===== src/rtl/param_regfile_if.sv =====
// Decode/writeback bundle for the parametrised register file.
// The master side is the pipeline; the slave side is the register file.
interface param_regfile_if #(
  parameter int DATA_W   = 16,
  parameter int NUM_REGS = 16,
  parameter int ADDR_W   = $clog2(NUM_REGS),
  parameter int NUM_PS   = 1,
  parameter int PS_W     = (NUM_PS > 1) ? $clog2(NUM_PS) : 1
);
  logic              init_req;
  logic              ready;
  logic [ADDR_W-1:0] rd_a_addr;
  logic [DATA_W-1:0] rd_a_data;
  logic              rd_a_pending;
  logic [ADDR_W-1:0] rd_b_addr;
  logic [DATA_W-1:0] rd_b_data;
  logic              rd_b_pending;
  logic [PS_W-1:0]   ps_sel;
  logic              ps_out;
  logic              issue_valid;
  logic [ADDR_W-1:0] issue_addr;
  logic              issue_hazard;
  logic              wb_valid;
  logic              wb_use_rw;
  logic [ADDR_W-1:0] wb_addr;
  logic [DATA_W-1:0] wb_data;
  logic              wb_write_ps;
  logic [PS_W-1:0]   wb_ps_sel;
  logic              wb_ps;

  modport master (
    output init_req, rd_a_addr, rd_b_addr, ps_sel, issue_valid, issue_addr,
           wb_valid, wb_use_rw, wb_addr, wb_data, wb_write_ps, wb_ps_sel, wb_ps,
    input  ready, rd_a_data, rd_a_pending, rd_b_data, rd_b_pending, ps_out,
           issue_hazard
  );

  modport slave (
    input  init_req, rd_a_addr, rd_b_addr, ps_sel, issue_valid, issue_addr,
           wb_valid, wb_use_rw, wb_addr, wb_data, wb_write_ps, wb_ps_sel, wb_ps,
    output ready, rd_a_data, rd_a_pending, rd_b_data, rd_b_pending, ps_out,
           issue_hazard
  );
endinterface


===== src/rtl/param_regfile.sv =====
// Register file with pending scoreboard, predicate flags, optional writeback
// bypass and a one-register-per-cycle clear sweep after reset or on request.
module param_regfile #(
  parameter int DATA_W   = 16,
  parameter int NUM_REGS = 16,
  parameter int ADDR_W   = $clog2(NUM_REGS),
  parameter int NUM_PS   = 1,
  parameter int PS_W     = (NUM_PS > 1) ? $clog2(NUM_PS) : 1,
  parameter int BYPASS   = 1
) (
  input logic          clk,
  input logic          n_rst,
  param_regfile_if.slave rf
);
  typedef enum logic {CLEAR = 1'b0, READY = 1'b1} state_t;

  localparam logic [ADDR_W-1:0] LAST = ADDR_W'(NUM_REGS - 1);

  state_t            state_reg, state_next;
  logic [ADDR_W-1:0] cnt_reg, cnt_next;
  logic [DATA_W-1:0] regs [NUM_REGS];
  logic              pending_reg [NUM_REGS];
  logic              ps_reg [NUM_PS];

  logic ready, accept;
  logic a_ok, b_ok, iss_ok, wb_ok, sel_ok, wps_ok;
  logic wb_we, ps_we, iss_we;
  logic a_byp, b_byp, ps_byp;

  always_ff @(posedge clk or negedge n_rst) begin
    if (!n_rst) begin
      state_reg <= CLEAR;
      cnt_reg   <= '0;
    end else begin
      state_reg <= state_next;
      cnt_reg   <= cnt_next;
    end
  end

  always_comb begin
    state_next = state_reg;
    cnt_next   = cnt_reg;
    case (state_reg)
      CLEAR: begin
        if (cnt_reg == LAST) begin
          state_next = READY;
          cnt_next   = '0;
        end else begin
          cnt_next = cnt_reg + ADDR_W'(1);
        end
      end
      READY: begin
        if (rf.init_req) begin
          state_next = CLEAR;
          cnt_next   = '0;
        end
      end
      default: state_next = CLEAR;
    endcase
  end

  assign ready  = (state_reg == READY);
  // A sweep request in READY drops every update presented alongside it.
  assign accept = ready & ~rf.init_req;

  // Range checks only matter when the index space is not fully populated.
  generate
    if ((1 << ADDR_W) == NUM_REGS) begin : g_regs_full
      assign a_ok   = 1'b1;
      assign b_ok   = 1'b1;
      assign iss_ok = 1'b1;
      assign wb_ok  = 1'b1;
    end else begin : g_regs_partial
      assign a_ok   = rf.rd_a_addr  < ADDR_W'(NUM_REGS);
      assign b_ok   = rf.rd_b_addr  < ADDR_W'(NUM_REGS);
      assign iss_ok = rf.issue_addr < ADDR_W'(NUM_REGS);
      assign wb_ok  = rf.wb_addr    < ADDR_W'(NUM_REGS);
    end
    if ((1 << PS_W) == NUM_PS) begin : g_ps_full
      assign sel_ok = 1'b1;
      assign wps_ok = 1'b1;
    end else begin : g_ps_partial
      assign sel_ok = rf.ps_sel    < PS_W'(NUM_PS);
      assign wps_ok = rf.wb_ps_sel < PS_W'(NUM_PS);
    end
  endgenerate

  assign wb_we  = accept & rf.wb_valid & rf.wb_use_rw & wb_ok;
  assign ps_we  = accept & rf.wb_valid & rf.wb_write_ps & wps_ok;
  assign iss_we = accept & rf.issue_valid & iss_ok;

  always_ff @(posedge clk) begin
    if (state_reg == CLEAR) begin
      regs[cnt_reg] <= '0;
    end else if (wb_we) begin
      regs[rf.wb_addr] <= rf.wb_data;
    end
  end

  genvar gi;
  generate
    for (gi = 0; gi < NUM_REGS; gi++) begin : g_pending
      // Issue takes priority so a same-cycle writeback cannot retire a new producer.
      always_ff @(posedge clk or negedge n_rst) begin
        if (!n_rst) begin
          pending_reg[gi] <= 1'b0;
        end else if (ready && rf.init_req) begin
          pending_reg[gi] <= 1'b0;
        end else if (iss_we && (rf.issue_addr == ADDR_W'(gi))) begin
          pending_reg[gi] <= 1'b1;
        end else if (wb_we && (rf.wb_addr == ADDR_W'(gi))) begin
          pending_reg[gi] <= 1'b0;
        end
      end
    end
    for (gi = 0; gi < NUM_PS; gi++) begin : g_ps
      always_ff @(posedge clk or negedge n_rst) begin
        if (!n_rst) begin
          ps_reg[gi] <= 1'b0;
        end else if (ready && rf.init_req) begin
          ps_reg[gi] <= 1'b0;
        end else if (ps_we && (rf.wb_ps_sel == PS_W'(gi))) begin
          ps_reg[gi] <= rf.wb_ps;
        end
      end
    end
  endgenerate

  assign a_byp  = (BYPASS != 0) && wb_we && (rf.wb_addr == rf.rd_a_addr);
  assign b_byp  = (BYPASS != 0) && wb_we && (rf.wb_addr == rf.rd_b_addr);
  assign ps_byp = (BYPASS != 0) && ps_we && (rf.wb_ps_sel == rf.ps_sel);

  always_comb begin
    rf.ready        = ready;
    rf.rd_a_data    = '0;
    rf.rd_a_pending = 1'b0;
    rf.rd_b_data    = '0;
    rf.rd_b_pending = 1'b0;
    rf.ps_out       = 1'b0;
    rf.issue_hazard = 1'b0;
    if (ready) begin
      if (a_ok) begin
        rf.rd_a_data    = a_byp ? rf.wb_data : regs[rf.rd_a_addr];
        rf.rd_a_pending = ~a_byp & pending_reg[rf.rd_a_addr];
      end
      if (b_ok) begin
        rf.rd_b_data    = b_byp ? rf.wb_data : regs[rf.rd_b_addr];
        rf.rd_b_pending = ~b_byp & pending_reg[rf.rd_b_addr];
      end
      if (sel_ok) begin
        rf.ps_out = ps_byp ? rf.wb_ps : ps_reg[rf.ps_sel];
      end
      if (iss_ok) begin
        rf.issue_hazard = rf.issue_valid & pending_reg[rf.issue_addr];
      end
    end
  end
endmodule


===== src/flat_wrapper.sv =====
// flat-port wrapper written by rule: the top's interface ports become plain ports
module param_regfile_flat 
#(
  parameter int DATA_W   = 16,
  parameter int NUM_REGS = 16,
  parameter int ADDR_W   = $clog2(NUM_REGS),
  parameter int NUM_PS   = 1,
  parameter int PS_W     = (NUM_PS > 1) ? $clog2(NUM_PS) : 1,
  parameter int BYPASS   = 1
)
  (clk, n_rst, rf_init_req, rf_rd_a_addr, rf_rd_b_addr, rf_ps_sel, rf_issue_valid, rf_issue_addr, rf_wb_valid, rf_wb_use_rw, rf_wb_addr, rf_wb_data, rf_wb_write_ps, rf_wb_ps_sel, rf_wb_ps, rf_ready, rf_rd_a_data, rf_rd_a_pending, rf_rd_b_data, rf_rd_b_pending, rf_ps_out, rf_issue_hazard);
  param_regfile_if #(.DATA_W(DATA_W), .NUM_REGS(NUM_REGS), .ADDR_W(ADDR_W), .NUM_PS(NUM_PS), .PS_W(PS_W)) rf_i ();
  input logic clk;
  input logic n_rst;
  input wire logic [$bits(rf_i.init_req)-1:0] rf_init_req;
  input wire logic [$bits(rf_i.rd_a_addr)-1:0] rf_rd_a_addr;
  input wire logic [$bits(rf_i.rd_b_addr)-1:0] rf_rd_b_addr;
  input wire logic [$bits(rf_i.ps_sel)-1:0] rf_ps_sel;
  input wire logic [$bits(rf_i.issue_valid)-1:0] rf_issue_valid;
  input wire logic [$bits(rf_i.issue_addr)-1:0] rf_issue_addr;
  input wire logic [$bits(rf_i.wb_valid)-1:0] rf_wb_valid;
  input wire logic [$bits(rf_i.wb_use_rw)-1:0] rf_wb_use_rw;
  input wire logic [$bits(rf_i.wb_addr)-1:0] rf_wb_addr;
  input wire logic [$bits(rf_i.wb_data)-1:0] rf_wb_data;
  input wire logic [$bits(rf_i.wb_write_ps)-1:0] rf_wb_write_ps;
  input wire logic [$bits(rf_i.wb_ps_sel)-1:0] rf_wb_ps_sel;
  input wire logic [$bits(rf_i.wb_ps)-1:0] rf_wb_ps;
  output wire logic [$bits(rf_i.ready)-1:0] rf_ready;
  output wire logic [$bits(rf_i.rd_a_data)-1:0] rf_rd_a_data;
  output wire logic [$bits(rf_i.rd_a_pending)-1:0] rf_rd_a_pending;
  output wire logic [$bits(rf_i.rd_b_data)-1:0] rf_rd_b_data;
  output wire logic [$bits(rf_i.rd_b_pending)-1:0] rf_rd_b_pending;
  output wire logic [$bits(rf_i.ps_out)-1:0] rf_ps_out;
  output wire logic [$bits(rf_i.issue_hazard)-1:0] rf_issue_hazard;
  assign rf_i.init_req = rf_init_req;
  assign rf_i.rd_a_addr = rf_rd_a_addr;
  assign rf_i.rd_b_addr = rf_rd_b_addr;
  assign rf_i.ps_sel = rf_ps_sel;
  assign rf_i.issue_valid = rf_issue_valid;
  assign rf_i.issue_addr = rf_issue_addr;
  assign rf_i.wb_valid = rf_wb_valid;
  assign rf_i.wb_use_rw = rf_wb_use_rw;
  assign rf_i.wb_addr = rf_wb_addr;
  assign rf_i.wb_data = rf_wb_data;
  assign rf_i.wb_write_ps = rf_wb_write_ps;
  assign rf_i.wb_ps_sel = rf_wb_ps_sel;
  assign rf_i.wb_ps = rf_wb_ps;
  assign rf_ready = rf_i.ready;
  assign rf_rd_a_data = rf_i.rd_a_data;
  assign rf_rd_a_pending = rf_i.rd_a_pending;
  assign rf_rd_b_data = rf_i.rd_b_data;
  assign rf_rd_b_pending = rf_i.rd_b_pending;
  assign rf_ps_out = rf_i.ps_out;
  assign rf_issue_hazard = rf_i.issue_hazard;
  param_regfile #(.DATA_W(DATA_W), .NUM_REGS(NUM_REGS), .ADDR_W(ADDR_W), .NUM_PS(NUM_PS), .PS_W(PS_W), .BYPASS(BYPASS)) u_core (.clk(clk), .n_rst(n_rst), .rf(rf_i));
endmodule

===== config.mk =====
export PLATFORM = sky130hd
export DESIGN_NAME = param_regfile_flat
export DESIGN_NICKNAME = d
export VERILOG_FILES = /design/src/rtl/param_regfile_if.sv /design/src/rtl/param_regfile.sv /design/src/flat_wrapper.sv
export SDC_FILE = /design/constraint.sdc
export NUM_CORES = 1
export LEC_CHECK = 0
export CORE_UTILIZATION = 41
export CTS_BUF_LIST = sky130_fd_sc_hd__clkbuf_4
export DETAILED_ROUTE_END_ITERATION = 12
export PLACE_DENSITY = 0.7
export REMOVE_ABC_BUFFERS = 1
export SLEW_MARGIN = 20
export SYNTH_ARGS = -nofsm -noshare
export SYNTH_HDL_FRONTEND = slang
export SYNTH_SLANG_ARGS = --single-unit

===== constraint.sdc =====
create_clock -name clk -period 2.34 [get_ports clk]
set_clock_uncertainty 0.2 [all_clocks]
set_input_delay 0.234 -clock clk [delete_from_list [all_inputs] [get_ports clk]]
set_output_delay 0.234 -clock clk [all_outputs]
set_load 0.02 [all_outputs]

Yosys cells after proc, flatten, opt, wreduce, memory -nomap -nowiden --
Memory sizes are Yosys's and may differ from the RTL's. Index checks and enable logic that the tools add are counted.
Word-level totals: register bits 22, bits in writable memories 256, input bits 42, output and inout port bits 37, logic and storage cells 219, memories kept 1
Operators by class: add/sub/neg operators 1, $lt $le $gt $ge 6, equal/unequal tests 35, multiplexer cells 83, bitwise gates (word level) 17, reductions and logical operators 57
Memory list:
- u_core.regs | depth 16, width 16, rd ports 2, clocked after Yosys merged registers in 0, wr ports 1, RTL line param_regfile.sv:21 | logic [DATA_W-1:0] regs [NUM_REGS];
Operators by type and width (number):
- 16-bit two-way mux | 5
- 1-bit two-way mux | 70
- 4-bit equality test, second input constant | 17
- 3-bit nonzero test | 16
- 1-bit logical AND | 37
- 4-bit by 3-bit equality test with 1-bit output, second input constant | 8
- 4-bit by 2-bit equality test with 1-bit output, second input constant | 4
- 16-bit OR reduction | 1
- 5-bit >= comparator, second input constant | 3
- 4-bit inverter with 5-bit output | 3
- 1-bit binary-select mux with 4-bit select | 3
- 4-bit two-way mux | 3
- 1-bit AND | 9
- 4-bit by 1-bit equality test with 1-bit output, second input constant | 2
- 4-bit equality test | 2
- 4-bit zero test | 2
- 4-bit case mux with 2 select lines | 1
- 1-bit inverter | 5
- 4-bit by 1-bit adder with 4-bit output, second input constant | 1
- 1-bit < comparator, second input constant | 3
- 2-bit inequality test, second input constant | 1
- 1-bit case mux with 2 select lines | 1
- 2-bit nonzero test | 1
- 1-bit equality test | 1

Depth between registers and ports, before layout --
word-level depth 9, gate-level depth with buffers 7, depth with buffers taken out 5

Least setup slack after synthesis --
No wires, ideal clock.
path type reg-to-reg, start point register u_core.state_reg, in the netlist u_core.rf.ready, end point memory u_core.regs[11][0] (enable), library setup time 0.388 ns, arrival time 2.117 ns, required time 1.752 ns, path slack -0.366 ns, stages on the path, launching flop included 6, path buffers 1, period minus slack after synthesis 2.706 ns, path through dfrtp_1 > buf_2 > nand4b_1 > nor3b_1 > a31oi_1 > nor2_1
Between the ends: word-level cells in the longest chain between the ends 8, elaborated cells on any way between the ends 10, those cells by class mux: 6; bitwise: 3; reduce/logical: 1
RTL lines:
- from (decl) | RTL line param_regfile.sv:19 | state_t state_reg, state_next;
- from (signal assigned) | RTL line param_regfile.sv:35 | state_reg <= state_next;
- 1-bit AND | RTL line param_regfile.sv:64 | assign accept = ready & ~rf.init_req;
- 1-bit AND (2 in series) | RTL line param_regfile.sv:88 | assign wb_we = accept & rf.wb_valid & rf.wb_use_rw & wb_ok;
- 1-bit two-way mux | RTL line param_regfile.sv:95 | end else if (wb_we) begin
- 1-bit two-way mux | RTL line param_regfile.sv:93 | if (state_reg == CLEAR) begin
- 1-bit two-way mux (not written as such) | RTL line param_regfile.sv:96 | regs[rf.wb_addr] <= rf.wb_data;
- 16-bit OR reduction (no source line)
- 4-bit two-way mux (no source line) or 1-bit two-way mux (tied branches)
- to (decl) | RTL line param_regfile.sv:21
Several ways; a longest one is shown, not always the timed one.

Worst setup path in the final report --
start point register u_core.pending_reg[12] (netlist name), end point output port rf_rd_a_pending
Between the ends: word-level cells in the longest chain between the ends 5
RTL lines:
- from (decl) | RTL line param_regfile.sv:22 | logic pending_reg [NUM_REGS];
- from (signal, indexed assignment) | RTL line param_regfile.sv:106 | pending_reg[gi] <= 1'b0;
- from (signal, indexed assignment) | RTL line param_regfile.sv:108 | pending_reg[gi] <= 1'b0;
- from (signal, indexed assignment) | RTL line param_regfile.sv:110 | pending_reg[gi] <= 1'b1;
- 1-bit binary-select mux with 4-bit select | RTL line param_regfile.sv:144 | rf.rd_a_pending = ~a_byp & pending_reg[rf.rd_a_addr];
- 1-bit two-way mux (not written as such) (2 in series) | RTL line param_regfile.sv:144
- 1-bit AND | RTL line param_regfile.sv:144
- 1-bit two-way mux | RTL line param_regfile.sv:141 | if (ready) begin
- to (decl) | RTL line flat_wrapper.sv:30 | output wire logic [$bits(rf_i.rd_a_pending)-1:0] rf_rd_a_pending;
No other way between the ends. The select of a mux whose other input is x is not followed.

==> impl_metrics.yaml <==
drt:
  drt_iter0_drc: 947
  wl_per_cell_microns: 26.14
  ant_nets: 0
  viasPerCell: 6.017
  wl_mm: 38.24
  drc: 0
  drt_first_pass_iters: 7
  vias: 8803
floorplanning:
  die_y_microns: 183.8
  die-area_sq_um: 33770
  ios: 79
  fp.dieW_microns: 183.8
  row_count: 66
  start_util: 0.4163
  core_sq_um: 32540
worst_setup_path:
  cp_max_fo: 4
  startpoint_type: "flop"
  critPathKind: "reg -> out"
  max_stage_delay_ns: 0.50
  slowest_stage: "mux4_2"
  regToRegStartpoint: "u_core.rf.ready"
  cp_data_arrival_time_ns: 2.36
  timing.rr.end: "u_core.regs[3][3]"
  cp_cell_sequence: "mux4_2 > mux4_2 > and2_4 > buf_6"
  end_kind: "primary output"
  crit_top_cell: "mux4_2"
  r2r_cells: 7
  critPathRequiredTime_ns: 1.91
  r2r_slack_ns: 0.08
clocking:
  cts_made_buffers: 72
  clk_pin_slew_worst_paths_ns: 0.05
  cts.sinks: 278
  tritoncts: "yes"
  h-tree-depth: 3
  clockRootBuffer: "clkbuf_4"
  cts.path.max_buffers: 3
  clk_latency_ns: 0.67
sta:
  slew_violations: 0
  setup_viol: 36
  post-route-min-period_ns: 2.789
  rsz0062_at_grt: "true"
  whs_ns: 0.08193
  final.period_utilization: 1.192
  timing.fmax_mhz: 358.5
  max_slew_margin: 0.5872
  worst_slew_pin_slew_ns: 0.6192
  finalHoldViolCount: 0
  setup_slack_ns: -0.4495
worst_hold_path:
  hp-start: "rf_init_req"
  hold_path_class: "in -> reg"
  min_to: "u_core.ps_reg"
  whs_path_depth: 3
job:
  maxCapViolCount: 0
finish:
  syn_to_final_growth_pct: 27.01
  largest_reg_flops: 256
  fin_util: 0.5288
  stdcell_area_sq_um: 17200
  nNetsFinal: 1019
  drive_gt1_frac: 0.4843
logic_synthesis:
  seq_area_frac_synth: 0.6082
  yosysWarnings: 0
  yosysTopAreaCell: "edfxtp_1"
  synth-edff-count: 256
  post-synth-top-count-cell: "edfxtp_1"
  yosys.cell_types.count: 36
  ys_async_sr_fraction: 0.07914
  synth.area.top_cells: "edfxtp_1 (57%), mux4_2 (24%), dfrtp_1 (4.1%), a22oi_1 (3.5%), a22o_1 (2.2%)"
  synth_cells: 764
  synth_flop_cell: "edfxtp_1"
  yosysTopAreaCellShare: 0.5675
  syn-mean-instance-area_sq_um: 17.73
  syn_area_sq_um: 13550
  synth_seq_cells: 278
  ys_top_cells_by_count: "edfxtp_1 (256), mux4_2 (143), a22oi_1 (64), nand2_1 (48), a22o_1 (34)"
global_route:
  grtUsageTotal: 0.2339
  antenna_found_initial: 1
  grt_pass1_wl_mm: 56.77
  grt_max_degree: 33
  grt_pass1_vias: 9288
  gr-total-overflow: 0
placed_design:
  hpwl_mm: 24.53
  gp_congestion: 0.8999
  dpl_cell_area_sq_um: 15860
  place_ws_ns: -0.7127
  port_buffers: 78
power_and_ir_drop:
  leakage_uw: 0.005908
  vdd_ir_drop_max_uv: 380.0
  power_density_nw_per_um2: 873.6
status:
  status: "complete, but fails checks"
  violations: "negative setup slack"
per-stage QoR:
stage / total power (uW) / TNS, ns / cells
2_1_floorplan: 8622 / -100.56 / 702
3_3_place_gp: 10470 / -80.13 / 1335
3_5_place_dp: 10600 / -91.81 / 1335
4_1_cts: 15030 / -11.49 / 1461
5_1_grt: 15620 / -13.87 / 1463
6_report: 15030 / -10.20 / 1463
cell families (layout without fill, tap and decap cells):
kind of cell,Yosys count,in the layout,share of synthesized area
DFF,278,278,0.6082
muxes,144,144,0.2385
AOI/OAI and AO/OA,137,137,0.07861
and+or+nand+nor,126,126,0.04406
buffers and inverters,69,325,0.02392
xor gates and xnor gates,9,9,0.005820
adders and majority gates,1,1,0.0009236
other,0,1,0
final cells by class:
type                    count  area, sq um
diodes                      1        2.502
clock buffers             105        788.3
clock inverters            13        118.9
fillers                  2612        15330
inverters                   7        26.28
multi-input cells         417         5336
flip-flops and latches    278         8239
well taps                 442        553.0
repair buffers            200         2140
worst max-delay path by stage:
stage	from	endpoint	depth (start not counted)
3_3_place_gp	rf_issue_addr[0]	rf_issue_hazard	5
4_1_cts	u_core.pending_reg[12]	rf_rd_a_pending	4
6_report	u_core.pending_reg[12]	rf_rd_a_pending	4
2_1_floorplan	u_core.rf.ready	u_core.regs[13][0]	4
5_1_grt	u_core.pending_reg[12]	rf_rd_a_pending	4
3_5_place_dp	rf_issue_addr[0]	rf_issue_hazard	5
repair_timing:
| action | 4_1_cts | 5_1_grt |
|---|---|---|
| resized for setup | 266 | 22 |
| pin swaps | 90 | 16 |
| endpoints found under the setup margin | 52 | 62 |
| buffers inserted | 7 | 1 |
| hold buffers | 1 | 0 |
| endpoints found under the hold margin | 22 | 0 |
metal layers:
| metal | GRT usage | wire length, microns |
|---|---|---|
| met5 | 0 | 0 |
| met4 | 0.08500 | 1000 |
| met2 | 0.4092 | 20060 |
| met1 | 0.2870 | 14060 |
| met3 | 0.04655 | 3110 |
power by group:
part / internal [uW] / switching (uW) / total [uW]
clock network: 2270 / 1950 / 4220
logic: 1880 / 2060 / 3930
registers: 6430 / 449 / 6880
total: 10600 / 4460 / 15000
critical path: cells and delay by family (launching register included):
| kind | cells | cell delay, ns |
|---|---|---|
| buf+inv | 1 | 0.12 |
| mux | 2 | 0.99 |
| flops | 1 | 0.42 |
| simple gates | 1 | 0.16 |
layout by cell type, fill, tap and decap left out, drive strengths merged, types with 2 or more instances in the layout:
cell and n:
a21oi 5, nor3 2, nor2 31, nand3 4, o21ai 8, nor2b 7, or3 2, o311ai 4
and2 21, mux4 143, nor3b 4, dfrtp 22, edfxtp 256, clkdlybuf4s50 37, nand4b 2, a22o 34
a31oi 6, buf 161, xor2 8, clkinvlp 3, nand2 48, bufinv 2, a22oi 64, inv 8
and3 4, clkbuf 105, a32o 11, clkinv 7
Note: power is estimated with default switching activity, not from simulation.
